===== src/rtl/uart_cmd_parser.sv =====
// UART command-frame decoder: [A5][CMD][ADDR][DATA][CHK] -> register strobe + one response byte.
// Optional inter-byte timeout is compiled in with `define UART_CMD_TIMEOUT_EN.
module uart_cmd_parser #(
  parameter int                   DATA_BITS      = 8,
  parameter int                   ADDR_BITS      = 8,
  parameter logic [DATA_BITS-1:0] HEADER         = 8'hA5,
  parameter int                   TIMEOUT_CYCLES = 100000
) (
  input  logic                 clk,
  input  logic                 rst,
  input  logic                 i_rx_done_tick,
  input  logic [DATA_BITS-1:0] i_rx_data,
  output logic                 o_tx_start,
  output logic [DATA_BITS-1:0] o_tx_data,
  input  logic                 i_tx_done_tick,
  output logic                 o_wr_en,
  output logic                 o_rd_en,
  output logic [ADDR_BITS-1:0] o_addr,
  output logic [DATA_BITS-1:0] o_wr_data,
  input  logic [DATA_BITS-1:0] i_rd_data,
  output logic                 o_busy,
  output logic                 o_err_tick
);

  localparam logic [DATA_BITS-1:0] CMD_WR = DATA_BITS'(8'h01);
  localparam logic [DATA_BITS-1:0] CMD_RD = DATA_BITS'(8'h02);
  localparam logic [DATA_BITS-1:0] ACK    = DATA_BITS'(8'h06);
  localparam logic [DATA_BITS-1:0] NAK    = DATA_BITS'(8'h15);

  typedef enum logic [2:0] {
    S_IDLE, S_GET_CMD, S_GET_ADDR, S_GET_DATA, S_GET_CHK, S_EXEC, S_RESP, S_WAIT_TX
  } state_t;

  state_t               r_state, w_state_next;
  logic [DATA_BITS-1:0] r_cmd, r_addr_byte, r_data, r_wr_data, r_tx_data;
  logic [ADDR_BITS-1:0] r_addr_out;
  logic                 r_chk_ok;
  logic                 w_cmd_wr, w_cmd_rd, w_timeout;

  // Frame contents stay frozen through EXEC/RESP because late bytes are dropped.
  assign w_cmd_wr = r_chk_ok && (r_cmd == CMD_WR);
  assign w_cmd_rd = r_chk_ok && (r_cmd == CMD_RD);

`ifdef UART_CMD_TIMEOUT_EN
  localparam int TO_W = $clog2(TIMEOUT_CYCLES + 1);
  logic [TO_W-1:0] r_to_cnt;
  logic            w_in_get;

  assign w_in_get  = (r_state == S_GET_CMD) || (r_state == S_GET_ADDR) ||
                     (r_state == S_GET_DATA) || (r_state == S_GET_CHK);
  assign w_timeout = w_in_get && !i_rx_done_tick && (r_to_cnt == TO_W'(TIMEOUT_CYCLES));

  always_ff @(posedge clk) begin
    if (rst || !w_in_get || i_rx_done_tick) begin
      r_to_cnt <= '0;
    end else if (r_to_cnt != TO_W'(TIMEOUT_CYCLES)) begin
      r_to_cnt <= r_to_cnt + TO_W'(1);
    end
  end
`else
  assign w_timeout = 1'b0;
`endif

  always_ff @(posedge clk) begin
    if (rst) begin
      r_state <= S_IDLE;
    end else begin
      r_state <= w_state_next;
    end
  end

  always_comb begin
    w_state_next = r_state;
    o_wr_en      = 1'b0;
    o_rd_en      = 1'b0;
    o_tx_start   = 1'b0;
    o_err_tick   = 1'b0;
    case (r_state)
      S_IDLE:     if (i_rx_done_tick && (i_rx_data == HEADER)) w_state_next = S_GET_CMD;
      S_GET_CMD:  if (i_rx_done_tick) w_state_next = S_GET_ADDR;
      S_GET_ADDR: if (i_rx_done_tick) w_state_next = S_GET_DATA;
      S_GET_DATA: if (i_rx_done_tick) w_state_next = S_GET_CHK;
      S_GET_CHK:  if (i_rx_done_tick) w_state_next = S_EXEC;
      S_EXEC: begin
        o_wr_en      = w_cmd_wr;
        o_rd_en      = w_cmd_rd;
        o_err_tick   = !(w_cmd_wr || w_cmd_rd);
        w_state_next = S_RESP;
      end
      S_RESP: begin
        o_tx_start   = 1'b1;
        w_state_next = S_WAIT_TX;
      end
      S_WAIT_TX:  if (i_tx_done_tick) w_state_next = S_IDLE;
      default:    w_state_next = S_IDLE;
    endcase
    if (w_timeout) begin
      w_state_next = S_IDLE;
      o_err_tick   = 1'b1;
    end
  end

  always_ff @(posedge clk) begin
    if (rst) begin
      r_cmd       <= '0;
      r_addr_byte <= '0;
      r_data      <= '0;
      r_chk_ok    <= 1'b0;
      r_addr_out  <= '0;
      r_wr_data   <= '0;
      r_tx_data   <= '0;
    end else begin
      if (i_rx_done_tick) begin
        case (r_state)
          S_GET_CMD:  r_cmd       <= i_rx_data;
          S_GET_ADDR: r_addr_byte <= i_rx_data;
          S_GET_DATA: r_data      <= i_rx_data;
          S_GET_CHK: begin
            r_chk_ok   <= (i_rx_data == (r_cmd ^ r_addr_byte ^ r_data));
            r_addr_out <= r_addr_byte[ADDR_BITS-1:0];
            r_wr_data  <= r_data;
          end
          default: ;
        endcase
      end
      // Reads take their byte from i_rd_data in RESP; it is captured here for WAIT_TX.
      if ((r_state == S_EXEC) && !w_cmd_rd) r_tx_data <= w_cmd_wr ? ACK : NAK;
      if ((r_state == S_RESP) && w_cmd_rd)  r_tx_data <= i_rd_data;
    end
  end

  assign o_tx_data = ((r_state == S_RESP) && w_cmd_rd) ? i_rd_data : r_tx_data;
  assign o_addr    = r_addr_out;
  assign o_wr_data = r_wr_data;
  assign o_busy    = (r_state != S_IDLE);

endmodule

===== config.mk =====
export PLATFORM = sky130hd
export DESIGN_NAME = uart_cmd_parser
export DESIGN_NICKNAME = d
export VERILOG_FILES = /design/src/rtl/uart_cmd_parser.sv
export SDC_FILE = /design/constraint.sdc
export NUM_CORES = 1
export LEC_CHECK = 0
export ABC_AREA = 1
export CAP_MARGIN = 20
export CORE_AREA = 2 2 70 72
export CTS_CLUSTER_DIAMETER = 200
export DETAILED_ROUTE_END_ITERATION = 12
export DIE_AREA = 0 0 72 74
export PLACE_DENSITY = 0.91
export RECOVER_POWER = 25
export SLEW_MARGIN = 25
export SYNTH_ARGS = -nofsm -noshare
export SYNTH_HDL_FRONTEND = slang
export SYNTH_SLANG_ARGS = --single-unit
export TNS_END_PERCENT = 5

===== constraint.sdc =====
create_clock -name clk -period 3.95 [get_ports clk]
set_input_delay 0.79 -clock clk [delete_from_list [all_inputs] [get_ports clk]]
set_output_delay 0.79 -clock clk [all_outputs]
set_load 0.02 [all_outputs]

# Word level (Yosys, flattened, before mapping)
# Cells that the tools add are included.
# totals
regBits,52
wordCells,58
# op_classes
eq_ne,17
mux,15
bitwise_logic,2
reduce_logical,16
# ops
cell,n
2-to-1 mux 8 bit,3
one-hot mux 3 bit (8 select lines),1
2-to-1 mux 3 bit,6
XOR 8 bit,2
"== test 3 bit, second input constant",4
"!= test 2 bit, second input constant",6
"== test 8 x 1 -> 1 bit, second input constant",1
"== test 8 x 2 -> 1 bit, second input constant",1
== test 8 bit,1
"== test 8 bit, second input constant",1
AND reduction 2 bit,4
"== test 3 x 2 -> 1 bit, second input constant",2
AND reduction 6 bit,1
logical AND 1 bit,5
2-to-1 mux 5 bit,1
2-to-1 mux 1 bit,4
"== test 3 x 1 -> 1 bit, second input constant",1
logical NOT 3 bit,1
nonzero test 3 bit,1
logical NOT 1 bit,2
nonzero test 2 bit,1
logical OR 1 bit,1

# Longest topological paths before layout
# Gate-level depths: netlist of the first run.
# logic_depth
ltp_word,6
depth_mapped,10
depth_no_buf,10

# Worst setup path after synthesis of the first run
# Ideal clock, no wire load.
# synth_path
path_kind,register to output
start,register r_cmd[7]
end,output port o_tx_data[0]
arrival_time_ps,1292
slack_ps,1868
stages_incl_launch_ff,8
n_path_buf,1
cell_sequence,dfxtp_1 -> nor2_1 -> nand3_1 -> nor2_1 -> nand2_2 -> nor2_4 -> buf_6 -> o21ai_0
# synth_via
elab_chain_len,4
# synth_lines
element,line_no,text
from (decl),35,"logic [DATA_BITS-1:0] r_cmd, r_addr_byte, r_data, r_wr_data, r_tx_data;"
from (signal assigned),115,S_GET_CMD: r_cmd <= i_rx_data;
== test 8 x 2 -> 1 bit,42,assign w_cmd_rd = r_chk_ok && (r_cmd == CMD_RD);
logical AND 1 bit,42,
logical AND 1 bit,132,assign o_tx_data = ((r_state == S_RESP) && w_cmd_rd) ? i_rd_data : r_tx_data;
2-to-1 mux 8 bit,132,
to (decl),14,"output logic [DATA_BITS-1:0] o_tx_data,"
# No other way between the ends.

# Worst setup path after layout of the first run
# layout_path
start,register r_state[1]
end,output port o_tx_data[7]
# layout_via
elab_chain_len,3
# layout_lines
element,line_no,text
from (decl),34,"state_t r_state, w_state_next;"
from (signal assigned),68,r_state <= w_state_next;
== test 3 bit,132,
logical AND 1 bit,132,
2-to-1 mux 8 bit,132,
# No other way between the ends.

==> out/metrics.cfg, run 1 <==
[run]
maxCapViolCount = 0

[synth]
synthAdderAreaFrac_pct = 0
synth_ff_type = dfxtp_1
yosys_warnings = 0
synth_nets = 378
yosysTopAreaCell = dfxtp_1
synth_top_family_by_area = simple AND/OR/NAND/NOR gates
synth_edf_count = 0
synthCells = 358
synth_top_area_share_pct = 42.4
synthXorXnorAreaFrac_pct = 6.79
syn_avg_cell_area_um2 = 6.85
synth_compound_area_share_pct = 15.1
synth-async-reset-ratio_pct = 0
synth_seq_cells = 52
synth.distinct_cells = 22
yosys.area_share.simple_pct = 28.2
synth.most_common_cell = nand2_1
synth-seq-area-share_pct = 42.4
yosys-top-cells-count = 80 x nand2_1, 63 x nor2_1, 52 x dfxtp_1, 42 x o21ai_0, 32 x inv_1
synth_area_leaders = dfxtp_1 42%, nand2_1 12%, nor2_1 9.6%
netlist_area_mm2 = 0.00245
synthMuxAreaShare_pct = 0

[cts]
numCtsBuffers = 5
clk_pin_slew_ns = 0.08
cts_root_buf = clkbuf_8
clock_latency_ns = 0.30
clk_path_buf_depth = 2
cts_tree = built
cts_max_level = 2
postCtsHoldBufs = 0
post_cts.repair.setup_buffers = 0
ctsResizeCount = 0
clock_sinks = 52

[power_and_ir_drop]
report.power.total_mw = 1.24
p_per_area_mw_per_mm2 = 408
p_leak_nw = 1.34
ir_worst_vdd_uv = 272

[floorplanning]
die_w_um = 72
io_pins = 49
rows = 25
die_h_um = 74
die_area_mm2 = 0.00533
start_util_pct = 53.3
fp.coreArea_mm2 = 0.00460

[outcome]
outcome = complete, no violations

[timing]
tns_ns = 0
final_max_slew_viol_count = 0
grt_setup_unrepaired = no
final_hold_viol_count = 0
setup_viol = 0
tightest_slew_ns = 1.36
slew_headroom_pct = 9.50
min_period_ns = 3.09
finalClockSkew_ns = 0.00455
fmaxAchievable_mhz = 323
min_period_over_period_pct = 78.3

[placement]
place_inst = 448
place_congestion = 0.883
hpwl_um = 3870
io_buffers = 48

[worst_setup_path]
cp_data_required_time_ns = 3.16
arrival_ns = 2.30
crit_path_start_kind = register
worstSetupPathType = reg2out
path_max_fanout = 11
end_kind = output port

[route]
vias = 2339
drcViolationCount = 0
initialDrtViolationCount = 119
firstDrtPassIters = 4
totalWireLength_um = 5310
ant_nets = 0
drt-wirelength-per-cell_um = 11.7
viasPerCell = 5.14

[finish]
antennaDiodeCount = 0
drive_gt1_share_pct = 3.24
finalNetCount = 421
fill_cells = 385
area_delta_synth_final_pct = 23.7
stdcell_count = 455

[global_routing]
grt_max_degree = 41
antenna_found_initial = 0
grt_pass1_wl_um = 8980
grt_pass1_vias = 2080
global_route.usage.total_pct = 21.3
grt-ovfl-total = 0

[hold_path]
hp-class = reg2reg

-- state kept, by name, indices dropped and copies added, names as in the netlist --
| signal | cells |
|---|---|
| o_addr | 8 |
| o_wr_data | 8 |
| r_cmd | 8 |
| r_addr_byte | 8 |
| r_tx_data | 8 |
| r_chk_ok | 1 |
| r_data | 8 |
| r_state | 3 |
-- logic make-up (layout without fill, tap and decap cells) --
group / after synthesis / after routing
AO/OA/AOI/OAI: 72 / 72
XOR/XNOR: 19 / 19
buffers and inverters: 45 / 88
flip-flops: 52 / 52
AND/OR/NAND/NOR: 170 / 170
-- layout by cell type (no fill, tap or decap), drive strengths merged --
cell            n
nand2          83
nor2           67
dfxtp          52
clkdlybuf4s50  46
o21ai          42
inv            32
a21oi          27
nand3          16
xnor2          10
xor2            9
clkbuf          8
nor3            3
dlygate4sd3     2
nand4           1
o31ai           1
o211ai          1
a31oi           1
-- power by group --
group          total, mW  switching, mW  internal [mW]
clock              0.318          0.162          0.156
combinational      0.307          0.182          0.125
sequential         0.614         0.0468          0.567
total               1.24          0.391          0.848
-- routing by layer --
layer	vias to the layer above	share of wire (%)	global-route usage, %	wire length [um]
li1	1222	-	-	-
met1	1061	44	24.7	2360
met2	50	50	39.5	2640
met3	6	4.6	4.61	244
met4	0	1.2	6.50	65
met5	-	0	0	0
-- final timing paths --
kind,slack [ns],endpoint,cells past startpoint,startpoint
hold reg to reg,0.48,r_tx_data[3]$_SDFFE_PP0P_,2,r_tx_data[3]$_SDFFE_PP0P_
setup / recovery,0.86,o_tx_data[7],8,r_state[1]$_SDFFE_PP0P_
hold / removal,0.48,r_tx_data[3]$_SDFFE_PP0P_,2,r_tx_data[3]$_SDFFE_PP0P_
setup reg to reg,2.14,r_data[7]$_SDFFE_PP0P_,6,r_state[2]$_SDFFE_PP0P_
-- cell type report --
class	count	area [um2]	share of cell area, %
Inverter	32	120	3.96
Timing Repair Buffer	49	484	16.0
Tap cell	54	67.6	2.23
Multi-Input combinational cell	261	1220	40.3
Clock buffer	7	96.3	3.18
Sequential cell	52	1040	34.3
-- critical path: stages, from the launching register on --
cell             delay (ns)
dfxtp_1                0.43
inv_1                  0.08
nor2_1                 0.17
nand2_1                0.17
nor2_4                 0.27
inv_1                  0.18
nand2_1                0.12
nand2_1                0.06
clkdlybuf4s50_1        0.53
-- per-stage QoR --
| stage | hold WS [ns] | area (um2) | util, % | worst slack [ns] |
|---|---|---|---|---|
| floorplan | 0.448 | 2450 | - | 1.87 |
| global placement | 0.467 | 2950 | 64.1 | 1.16 |
| detailed placement | 0.463 | 2950 | 64.1 | 1.12 |
| CTS | 0.476 | 3040 | 66.1 | 0.886 |
| global route | 0.521 | 3030 | 66.0 | 0.623 |
| finish | 0.478 | 3030 | 66.0 | 0.856 |
(Power assumes the default switching activity.)
==> inputs of run 2 (changes only) <==
CORE_AREA = 2 2 73 75   (was 2 2 70 72)
DIE_AREA = 0 0 75 77   (was 0 0 72 74)
PLACE_DENSITY = 0.85   (was 0.91)
clock period = 2.95 ns   (was 3.95 ns; I/O delays follow)
==> out/metrics.cfg, run 2 (synthesis gave the netlist of run 1 again) <==
[outcome]
outcome = complete, no violations

[power_and_ir_drop]
ir_worst_vdd_uv = 379  ; +39%
p_per_area_mw_per_mm2 = 555  ; +36%
report.power.total_mw = 1.72  ; +39%
p_leak_nw = 1.36  ; +2.1%

[timing]
min_period_ns = 2.77
final_max_slew_viol_count = 0  ; unchanged
tns_ns = 0  ; unchanged
grt_setup_unrepaired = no
slew_headroom_pct = 2.25  ; -7.2 points
tightest_slew_ns = 1.47  ; +0.109 ns
min_period_over_period_pct = 94.0
final_hold_viol_count = 0  ; unchanged
finalClockSkew_ns = 0.00475  ; +0.000198 ns
fmaxAchievable_mhz = 361
setup_viol = 0  ; unchanged
worst_slack_ns = 0.177  ; -0.678 ns

[global_routing]
antenna_found_initial = 0  ; unchanged
global_route.usage.total_pct = 20.2  ; -1.1 points
grt_max_degree = 42  ; +2.4%
grt_pass1_vias = 2127  ; +2.3%
grt-ovfl-total = 0  ; unchanged
grt_pass1_wl_um = 9310  ; +3.6%

[hold_path]
min_path_cells = 2  ; unchanged
hp-class = reg2reg

[finish]
finalNetCount = 426  ; +1.2%
antennaDiodeCount = 0  ; unchanged
stdcell_count = 477  ; +4.8%
mostFrequentLayoutCell = nand2_1
area_delta_synth_final_pct = 26.6
final_cell_area_mm2 = 0.00310  ; +2.4%
drive_gt1_share_pct = 4.67  ; +1.4 points
layout_common_cells = 81 x nand2_1, 63 x nor2_1, 52 x dfxtp_1

[worst_setup_path]
end_kind = output port
crit_path_start_kind = register
crit_slowest_cell = clkdlybuf4s50_1
path_max_fanout = 5  ; -6
r2r_cells = 9  ; +3
path_cells = nor2_2 > nand3_1 > nor2_1 > nand2_2 > nor2_4 > buf_4 > nand2_1 > o21ai_0 > clkdlybuf4s50_1
arrival_ns = 2.18  ; -0.12 ns
cp_data_required_time_ns = 2.36  ; -0.80 ns
worstSetupPathType = reg2out
critPathMaxStageDelay_ns = 0.62  ; +0.09 ns

[floorplanning]
rows = 26  ; +4.0%
fp.coreArea_mm2 = 0.00498  ; +8.2%
die_w_um = 75  ; +4.2%
die_area_mm2 = 0.00578  ; +8.4%
die_h_um = 77  ; +4.1%
start_util_pct = 49.3  ; -4.1 points
io_pins = 49  ; unchanged

[route]
initialDrtViolationCount = 130  ; +9.2%
totalWireLength_um = 5670  ; +6.9%
ant_nets = 0  ; unchanged
drcViolationCount = 0  ; unchanged
drt-wirelength-per-cell_um = 11.9  ; +2.0%
vias = 2367  ; +1.2%
viasPerCell = 4.96  ; -3.5%
firstDrtPassIters = 4  ; unchanged

[placement]
hpwl_um = 4080  ; +5.4%
io_buffers = 48  ; unchanged
dpl_worst_slack_ns = 0.466  ; -0.656 ns
place_congestion = 0.783  ; -11%
place_inst = 466  ; +4.0%
post_dp_cell_area_mm2 = 0.00298  ; +1.2%

[cts]
clock_latency_ns = 0.31  ; about the same
cts_tree = built
numCtsBuffers = 5  ; unchanged
clk_pin_slew_ns = 0.09  ; about the same
clk_path_buf_depth = 2  ; unchanged
cts_root_buf = clkbuf_8
ctsResizeCount = 0  ; unchanged
cts_max_level = 2  ; unchanged
clock_sinks = 52  ; unchanged

[run]
maxCapViolCount = 0  ; unchanged

==> run 2: cell count changes in the layout (fill, tap and decap cells not counted), sizes merged <==
cell / before / now
clkbuf: 8 / 7
clkinv: 0 / 1
bufinv: 0 / 1
dlygate4sd3: 2 / 1
clkdlybuf4s50: 46 / 47
buf: 0 / 5
==> run 2: final cells by class <==
cell class / count / area (um2)
inverter: 32 / 120
clock buffer: 6 / 72.6
multi-input combinational: 261 / 1230
tap: 70 / 87.6
timing repair buffer: 54 / 522
sequential: 52 / 1040
fill: 457 / 1870
clock inverter: 2 / 35.0
==> run 2: stage by stage <==
step	hold slack [ns]	utilization, %
2_1_floorplan	0.448	-
3_3_place_gp	0.468	59.9
3_5_place_dp	0.466	59.9
4_1_cts	0.479	62.0
5_1_grt	0.518	62.4
6_report	0.481	62.4
==> run 2: where the power goes <==
group	internal (mW)	switching [mW]	total, mW	leakage [nW]
clock	0.252	0.233	0.485	0.0552
combinational	0.169	0.247	0.415	0.889
sequential	0.759	0.0628	0.822	0.420
total	1.18	0.543	1.72	1.36
==> run 2: path summary, 6_finish.rpt <==
path,startpoint,to,slack (ns)
worst min-delay path,r_tx_data[3]$_SDFFE_PP0P_,r_tx_data[3]$_SDFFE_PP0P_,0.48
worst max-delay path,r_cmd[2]$_SDFFE_PP0P_,o_tx_data[0],0.18
worst min register to register,r_tx_data[3]$_SDFFE_PP0P_,r_tx_data[3]$_SDFFE_PP0P_,0.48
worst max register to register,r_state[0]$_SDFFE_PP0P_,r_chk_ok$_SDFFE_PP0P_,1.37
==> run 2: worst max-delay path: cells and delay by family (launching register included) <==
family	cells	cell delay, ns
AND/OR/NAND/NOR	6	0.67
buffers and inverters	2	0.77
flip-flops	1	0.37
AO/OA/AOI/OAI	1	0.07
==> run 2: per-layer routing <==
metal / track usage, % / wire length (um) / up-vias
li1: - / - / 1231
met1: 25.9 / 2580 / 1064
met2: 33.9 / 2680 / 66
met3: 4.20 / 350 / 6
met4: 5.18 / 55 / 0
met5: 0 / 0 / -
==> run 2: timing repair <==
action | in CTS | in global routing
buffers inserted | 0 | 3
hold buffers | 0 | 0
endpoints found under the setup margin | 0 | 6
==> inputs of run 3 (changes only) <==
--- a/config.mk
+++ b/config.mk
@@ -9,6 +9,6 @@
 export CAP_MARGIN = 20
-export CORE_AREA = 2 2 73 75
+export CORE_AREA = 10 10 81 83
 export CTS_CLUSTER_DIAMETER = 200
 export DETAILED_ROUTE_END_ITERATION = 12
-export DIE_AREA = 0 0 75 77
+export DIE_AREA = 0 0 91 93
 export PLACE_DENSITY = 0.85
==> constraint.sdc (replaced) <==
create_clock -name clk -period 2.95 [get_ports clk]
set_input_delay 0.295 -clock clk [delete_from_list [all_inputs] [get_ports clk]]
set_output_delay 0.295 -clock clk [all_outputs]
set_load 0.02 [all_outputs]
==> out/metrics.cfg, run 3 (synthesis gave the netlist of run 1 again) <==
[timing]
finalClockSkew_ns = 0.00945  ; +0.00470 ns
grt_setup_unrepaired = no
min_period_over_period_pct = 86.5  ; -7.5 points
final_hold_viol_count = 0  ; unchanged
tightest_slew_ns = 1.16  ; -0.302 ns
fmaxAchievable_mhz = 392  ; +8.6%
setup_viol = 0  ; unchanged
slew_headroom_pct = 22.4  ; +20 points
final_max_slew_viol_count = 0  ; unchanged
tns_ns = 0  ; unchanged
min_period_ns = 2.55  ; -0.220 ns

[outcome]
outcome = complete, no violations

[placement]
hpwl_um = 4480  ; +9.8%
io_buffers = 48  ; unchanged
place_congestion = 0.895  ; +14%
place_inst = 466  ; unchanged
post_dp_cell_area_mm2 = 0.00298  ; unchanged

[route]
firstDrtPassIters = 4  ; unchanged
totalWireLength_um = 5880  ; +3.6%
viasPerCell = 4.95  ; -0.26%
vias = 2346  ; -0.89%
ant_nets = 0  ; unchanged
initialDrtViolationCount = 171  ; +32%
drcViolationCount = 0  ; unchanged
drt-wirelength-per-cell_um = 12.4  ; +4.2%

[cts]
cts_tree = built
postCtsHoldBufs = 0  ; unchanged
clock_latency_ns = 0.31  ; about the same
numCtsBuffers = 5  ; unchanged
cts_root_buf = clkbuf_8
ctsResizeCount = 0  ; unchanged
clk_path_buf_depth = 2  ; unchanged
clk_pin_slew_ns = 0.09  ; about the same
post_cts.repair.setup_buffers = 0  ; unchanged
cts_max_level = 2  ; unchanged
clock_sinks = 52  ; unchanged

[floorplanning]
die_h_um = 93  ; +21%
fp.coreArea_mm2 = 0.00501  ; +0.65%
io_pins = 49  ; unchanged
die_area_mm2 = 0.00846  ; +47%
die_w_um = 91  ; +21%
start_util_pct = 49.0  ; -0.32 points
rows = 26  ; unchanged

[worst_setup_path]
arrival_ns = 2.26  ; +0.08 ns
path_max_fanout = 11  ; +6
crit_slowest_cell = clkdlybuf4s50_1
worstSetupPathType = reg2out
end_kind = output port
path_cells = nor2_1 > nand3_1 > nor2_1 > nand2_2 > nor2_4 > inv_1 > nand2_1 > nand2_1 > clkdlybuf4s50_1
cp_data_required_time_ns = 2.65  ; +0.29 ns
critPathMaxStageDelay_ns = 0.53  ; -0.09 ns
crit_path_start_kind = register

[global_routing]
global_route.usage.total_pct = 13.9  ; -6.3 points
grt_pass1_wl_um = 10200  ; +9.3%
grt-ovfl-total = 0  ; unchanged
grt_max_degree = 35  ; -17%
antenna_found_initial = 0  ; unchanged
grt_pass1_vias = 2294  ; +7.9%

[hold_path]
hp-class = reg2reg

[power_and_ir_drop]
report.power.total_mw = 1.72  ; +0.13%
p_sw_share_pct = 31.7  ; +0.25 points
p_leak_nw = 1.39  ; +2.1%
pwr-share-comb_pct = 24.2  ; about the same
p_per_area_mw_per_mm2 = 560  ; +0.90%
ir_worst_vdd_uv = 451  ; +19%
clkPwrFrac_pct = 28.1  ; about the same
intPower_mw = 1.18  ; -0.24%
power.switching_uw = 548  ; +0.92%
pwr-share-seq_pct = 47.7  ; about the same

[finish]
finalNetCount = 423  ; -0.70%
mostFrequentLayoutCell = nand2_1
drive_gt1_share_pct = 4.21  ; -0.46 points
antennaDiodeCount = 0  ; unchanged
layout_common_cells = 80 x nand2_1, 64 x nor2_1, 52 x dfxtp_1
stdcell_count = 474  ; -0.63%
final_cell_area_mm2 = 0.00308  ; -0.77%
area_delta_synth_final_pct = 25.6

[run]
maxCapViolCount = 0  ; unchanged

## run 3: changes by cell type in the layout (fill, tap and decap cells not counted), sizes merged
| cell | change |
|---|---|
| clkdlybuf4s50 | -14 |
| dlygate4sd3 | +14 |
| buf | -3 |
| clkbuf | -1 |
| clkinvlp | +1 |
## run 3: final cells by class
type	instances	area [um2]
multi-input cells	261	1220
clock inverters	3	42.5
inverters	32	120
well taps	70	87.6
flip-flops and latches	52	1040
fillers	467	1930
repair buffers	51	499
clock buffers	5	68.8
## run 3: final timing paths
kind / startpoint / end / slack [ns] / depth (start not counted)
setup reg to reg: r_state[0]$_SDFFE_PP0P_ / o_wr_data[2]$_SDFFE_PP0P_ / 1.11 / 6
setup / recovery: r_cmd[7]$_SDFFE_PP0P_ / o_tx_data[3] / 0.40 / 9
hold reg to reg: r_tx_data[5]$_SDFFE_PP0P_ / r_tx_data[5]$_SDFFE_PP0P_ / 0.48 / 2
hold / removal: r_tx_data[5]$_SDFFE_PP0P_ / r_tx_data[5]$_SDFFE_PP0P_ / 0.48 / 2
## run 3: worst max-delay path: cells and delay by family, from the launching register on
family / cells / cell delay [ns]
buf+inv: 2 / 0.71
simple gates: 7 / 0.88
flops: 1 / 0.36
## run 3: power by group through the flow
stage               Clock, mW  Combinational (mW)  Sequential, mW
CTS                     0.493               0.424           0.821
floorplan                   0               0.297           0.829
finish                  0.485               0.418           0.822
global route            0.513               0.473           0.833
global placement            0               0.408           0.833
detailed placement          0               0.420           0.837
## run 3: through the flow
step	util, %	hold WS (ns)	setup WS, ns
after global routing	61.5	0.497	0.222
after global placement	59.5	0.467	0.802
final	61.5	0.478	0.398
after floorplan	-	0.430	1.36
after detailed placement	59.5	0.466	0.712
after CTS	61.7	0.480	0.366
## run 3: layer usage
metal / part of all wire (%) / track usage (%) / vias to the layer above
met3: 7.9 / 4.00 / 8
met1: 45 / 16.8 / 1047
met4: 0.95 / 3.52 / 0
li1: - / - / 1223
met5: 0 / 0 / -
met2: 46 / 23.9 / 68
